`src/rtl/sha3_pkg.sv`:
```
// Shared Keccak state types and the lane-index helper used by the sha3
// datapath and its output serializer.
package sha3_pkg;

  localparam int STATE_LANES = 25;

  typedef logic [63:0] lane_t;
  typedef lane_t [4:0] plane_t;

  // Position of a lane inside the 5x5 state: plane y, column x.
  typedef struct packed {
    logic [2:0] y;
    logic [2:0] x;
  } lane_pos_t;

  // Linear lane index (x + 5y) -> (plane, x).
  function automatic lane_pos_t lane_sel(input int unsigned idx);
    lane_pos_t p;
    p.y = 3'(idx / 5);
    p.x = 3'(idx % 5);
    return p;
  endfunction

endpackage

```
`src/rtl/sha3_state_fifo.sv`:
```
// Whole-state FIFO: each entry holds LANES 64-bit lanes. The caller guarantees
// no pop when empty and no push when full unless a pop happens that cycle.
module sha3_state_fifo
  import sha3_pkg::*;
#(
  parameter int LANES = 4,
  parameter int DEPTH = 4,
  parameter int CW    = $clog2(DEPTH + 1)
) (
  input  logic                  clk,
  input  logic                  rst_n,
  input  logic                  push,
  input  logic                  pop,
  input  logic [LANES-1:0][63:0] wr_data,
  output logic [LANES-1:0][63:0] rd_data,
  output logic                  full,
  output logic                  empty,
  output logic [CW-1:0]         count
);

  localparam int PW = $clog2(DEPTH);

  logic [LANES-1:0][63:0] mem [DEPTH];
  logic [PW-1:0]          wr_ptr, rd_ptr;

  // Storage has no reset; readers gate the head with empty.
  always_ff @(posedge clk) begin
    if (push) mem[wr_ptr] <= wr_data;
  end

  // Pointers wrap naturally since DEPTH is a power of two.
  always_ff @(posedge clk or negedge rst_n) begin
    if (!rst_n) begin
      wr_ptr <= '0;
      rd_ptr <= '0;
      count  <= '0;
    end else begin
      if (push) wr_ptr <= wr_ptr + 1'b1;
      if (pop)  rd_ptr <= rd_ptr + 1'b1;
      case ({push, pop})
        2'b10:   count <= count + 1'b1;
        2'b01:   count <= count - 1'b1;
        default: count <= count;
      endcase
    end
  end

  assign rd_data = mem[rd_ptr];
  assign full    = (count == CW'(DEPTH));
  assign empty   = (count == '0);

endmodule

```
`src/rtl/sha3_digest_serializer.sv`:
```
// Captures finished sha3 states on isample and streams the first DIGEST_LANES
// lanes as 64-bit words over valid/ready. Optional big-endian output is
// selected by defining SHA3_SERIALIZER_BYTESWAP_EN.
module sha3_digest_serializer
  import sha3_pkg::*;
#(
  parameter int DIGEST_LANES = 4,
  parameter int FIFO_DEPTH   = 4
) (
  input  logic                             clk,
  input  logic                             rst_n,
  input  logic                             isample,
  input  logic [4:0][63:0]                 isa,
  input  logic [4:0][63:0]                 isb,
  input  logic [4:0][63:0]                 isc,
  input  logic [4:0][63:0]                 isd,
  input  logic [4:0][63:0]                 ise,
  output logic [63:0]                      odata,
  output logic                             ovalid,
  input  logic                             iready,
  output logic                             olast,
  output logic [4:0]                       olane,
  output logic [$clog2(FIFO_DEPTH+1)-1:0]  ocount,
  output logic                             ooverflow,
  input  logic                             iclear_ovf
);

  localparam int LW = (DIGEST_LANES > 1) ? $clog2(DIGEST_LANES) : 1;
  localparam int CW = $clog2(FIFO_DEPTH + 1);

  plane_t [4:0]                  planes;
  logic [DIGEST_LANES-1:0][63:0] wr_lanes, head;
  logic                          push, pop, full, empty, xfer, last_lane, drop;
  logic [CW-1:0]                 count;
  logic [LW-1:0]                 lane_cnt;
  lane_t                         lane_word;
  logic                          unused_planes;

  assign planes        = {ise, isd, isc, isb, isa};
  assign unused_planes = ^planes;

  // Only the digest lanes are stored; lane idx comes from plane idx/5, column idx%5.
  for (genvar i = 0; i < DIGEST_LANES; i++) begin : g_lane
    localparam lane_pos_t P = lane_sel(i);
    assign wr_lanes[i] = planes[P.y][P.x];
  end

  assign ovalid    = !empty;
  assign xfer      = ovalid && iready;
  assign last_lane = (lane_cnt == LW'(DIGEST_LANES - 1));
  assign pop       = xfer && last_lane;
  // A full FIFO still accepts a state when the head leaves the same cycle.
  assign push      = isample && (!full || pop);
  assign drop      = isample && full && !pop;

  sha3_state_fifo #(
    .LANES (DIGEST_LANES),
    .DEPTH (FIFO_DEPTH),
    .CW    (CW)
  ) u_fifo (
    .clk     (clk),
    .rst_n   (rst_n),
    .push    (push),
    .pop     (pop),
    .wr_data (wr_lanes),
    .rd_data (head),
    .full    (full),
    .empty   (empty),
    .count   (count)
  );

  // Lane counter walks the head entry and wraps on its last lane.
  always_ff @(posedge clk or negedge rst_n) begin
    if (!rst_n)    lane_cnt <= '0;
    else if (xfer) lane_cnt <= last_lane ? '0 : lane_cnt + 1'b1;
  end

  // Sticky loss flag; a drop in the same cycle as a clear keeps it set.
  always_ff @(posedge clk or negedge rst_n) begin
    if (!rst_n)          ooverflow <= 1'b0;
    else if (drop)       ooverflow <= 1'b1;
    else if (iclear_ovf) ooverflow <= 1'b0;
  end

  // Output word straight from the head entry, zero while idle.
  always_comb begin
    lane_word = head[lane_cnt];
    odata     = '0;
    if (ovalid) begin
`ifdef SHA3_SERIALIZER_BYTESWAP_EN
      for (int b = 0; b < 8; b++) odata[8*b +: 8] = lane_word[8*(7-b) +: 8];
`else
      odata = lane_word;
`endif
    end
  end

  assign olast  = ovalid && last_lane;
  assign olane  = ovalid ? 5'(lane_cnt) : 5'd0;
  assign ocount = count;

endmodule

```
`config.mk`:
```
export PLATFORM = sky130hd
export DESIGN_NAME = sha3_digest_serializer
export DESIGN_NICKNAME = d
export VERILOG_FILES = /design/src/rtl/sha3_pkg.sv /design/src/rtl/sha3_state_fifo.sv /design/src/rtl/sha3_digest_serializer.sv
export SDC_FILE = /design/constraint.sdc
export NUM_CORES = 1
export LEC_CHECK = 0
export BUFFER_PORTS_ARGS = -buffer_cell sky130_fd_sc_hd__clkbuf_2
export CAP_MARGIN = 5
export CORE_AREA = 2 2 661 663
export DETAILED_ROUTE_END_ITERATION = 16
export DIE_AREA = 0 0 663 665
export MAX_ROUTING_LAYER = met4
export SKIP_CTS_REPAIR_TIMING = 1
export SLEW_MARGIN = 5
export SYNTH_ARGS = -nofsm -noshare
export SYNTH_HDL_FRONTEND = slang
export SYNTH_HIERARCHICAL = 1
export SYNTH_SLANG_ARGS = --single-unit
export TNS_END_PERCENT = 20
```
`constraint.sdc`:
```
create_clock -name clk -period 8.21 [get_ports clk]
set_clock_uncertainty 0.05 [all_clocks]
set_input_delay 0.4105 -clock clk [delete_from_list [all_inputs] [get_ports clk]]
set_output_delay 0.4105 -clock clk [all_outputs]
set_load 0.05 [all_outputs]
```
==> summary.txt <==
outcome -> completed
Final ANT Viol Nets -> 0
CTS max path bufs -> 4
num ports -> 1,680
largest net degree at the start of global routing -> 123
Wirelength per Cell -> 14.9 um
Hold Path Class -> in -> reg
maximum VDD drop -> 0.268 mV
crit-path max FO -> 33
number of port buffers -> 332
clock-pin slew on the worst setup and hold paths -> 60 ps
top cells by count, synth -> 1,024 x edfxtp_1, 145 x mux4_2, 128 x mux2i_1
vias in the first global route -> 19,300
PwrDens -> 362 mW/mm^2
CTS Sinks -> 1,034
startpoint types -> register
post-synth top area share -> 0.770
RSZ-0062 raised after global routing -> false
Seq pwr share -> 0.366
grt ovf -> 0
total CTS buffers -> 113
H-tree depth -> 3
Final TNS setup -> 0 ps
Mapped Area -> 0.0399 sq mm
largest cells by area after synthesis -> edfxtp_1 77%, mux4_2 8.2%, mux4_1 7.3%, mux2i_1 3.2%, buf_6 1.1%
via count -> 19,200
Netlist cell types -> 31
width of the die -> 663 um
Post-Syn Area per Cell -> 24.7 sq um
DR vias/cell -> 2.37
cell count of the worst reg-to-reg path -> 5
Worst-Skew Late Latency -> 840 ps
Logic pwr share -> 0.386
post-detail-place hpwl -> 79,800 um
total wire length -> 121,000 um
EDFF count, synth -> 1,024
Leak Pwr -> 0.0170 uW
Routability Congestion -> 0.679
DRT Pass-1 Iters -> 4
Post-layout nets -> 3,886
Core Area -> 0.433 sq mm
initial antenna violation count -> 39
leading area contributor after synthesis -> edfxtp_1
post-synthesis cell count -> 1,619
Yosys Warn Count -> 6
critical path class -> reg -> out
Async S/R FF share, synth -> 0.00967
initial core utilization -> 0.0922
Int Pwr -> 12,200 uW
row count -> 242
root buffer cell -> clkbuf_16
Seq/Total Area, Yosys -> 0.776
hold depth -> 3
Die Ht -> 665 um
Setup crit end kind -> primary output
final hold violations -> 0
Final Total Pwr -> 19,800 uW
Clk pwr share -> 0.247
Final Slew Violations -> 0
Max Clk Rate -> 0.202 GHz
Critical Path AT -> 4480 ps
Layout Area Growth over Synthesis -> 37.1%
switch share -> 0.386
Seq cells post-synth -> 1,034
CTS tree -> built
Slew headroom -> 0.168
gr usage total -> 0.0539
first-pass GRT wire length -> 161,000 um
Final period util -> 0.602
Remaining DRCs -> 0
die area -> 0.441 sq mm
Max-Cap Viols -> 0
top_reg_cell synth -> edfxtp_1
endpoints failing setup -> 0
Psw -> 7640 uW
Period minus WS final -> 4940 ps
share of cells above drive strength 1 -> 0.296
drt initial violations -> 1,402
Worst Path Required -> 7750 ps
most frequent cell after synthesis -> edfxtp_1
Worst-Margin Slew -> 1250 ps
==> logic make-up after synthesis <==
group | synth area share
DFF | 0.776
muxes | 0.187
buffers and inverters | 0.0195
AOI/OAI and AO/OA | 0.0107
and+or+nand+nor | 0.00235
adders and majority gates | 0.00238
xor gates and xnor gates | 0.00132
other | 0.0000939
==> sequential cells by signal, summed over array words and instances, names as in the netlist <==
| register | count |
|---|---|
| lane_cnt | 2 |
| ooverflow | 1 |
| u_fifo/count | 3 |
| u_fifo/mem | 1024 |
| u_fifo/rd_ptr | 2 |
| u_fifo/wr_ptr | 2 |
==> metrics by stage <==
stage	instance area (sq um)	util	instances	setup slack, ps	hold slack [ps]
after global routing	54700	0.126	8097	2990	24.9
final	54700	0.126	8103	3270	83.4
after CTS	52100	0.120	7826	3030	-654
after global placement	48600	0.112	7633	3720	288
after detailed placement	48600	0.112	7633	3620	298
after floorplan	39900	-	1621	38.9	64.9
==> layout by cell type (no fill, tap or decap), drive strengths merged, types with 10 or more instances in the layout <==
| master | Yosys | routed |
|---|---|---|
| dfrtp | 10 | 10 |
| buf | 83 | 36 |
| diode | 0 | 17 |
| inv | 10 | 16 |
| clkbuf | 7 | 468 |
| dlygate4sd3 | 0 | 260 |
| mux2i | 128 | 128 |
| edfxtp | 1024 | 1024 |
| o22ai | 64 | 64 |
| clkinv | 0 | 34 |
| mux4 | 256 | 256 |
==> power by group through the flow <==
| stage | logic (uW) | registers [uW] | clock network [uW] |
|---|---|---|---|
| 3_3_place_gp | 7880 | 7300 | 0 |
| 4_1_cts | 7890 | 7270 | 5070 |
| 6_report | 7650 | 7250 | 4890 |
| 3_5_place_dp | 7870 | 7380 | 0 |
| 5_1_grt | 8140 | 7340 | 5240 |
| 2_1_floorplan | 4770 | 7520 | 0 |
==> critical path, cell delays in order, from the launching register on <==
cell	delay (ps)
dfrtp_1	420
nor3_1	870
nand2b_4	450
buf_4	690
o22ai_1	580
clkbuf_2	460
==> layer usage <==
metal,track usage,part of all wire,vias up
li1,-,-,8427
met1,0.0599,0.40,10100
met2,0.0940,0.52,551
met3,0.0114,0.048,190
met4,0.0217,0.032,0
met5,-,0,-
==> path summary, 6_finish.rpt <==
check,slack [ps],from,to
max,3270,u_fifo/count[0],odata[7]
min,80,iready,lane_cnt[0]
max reg2reg,4070,lane_cnt[1],u_fifo/mem[1][87]
min reg2reg,490,u_fifo/wr_ptr[0],u_fifo/wr_ptr[0]
max in group asynchronous,6900,rst_n,u_fifo/rd_ptr[1]
min in group asynchronous,630,rst_n,u_fifo/count[2]
==> final cells by class <==
class                           instances  area [sq um]
Multi-Input combinational cell        487          8280
Tap cell                             5734          7170
Antenna cell                           17          42.5
Clock inverter                         57           543
Inverter                               10          37.5
Clock buffer                          136          2960
Timing Repair Buffer                  628          4700
Sequential cell                      1034         31000
Fill cell                           48000        379000
Power figures use the tool's default switching activity.
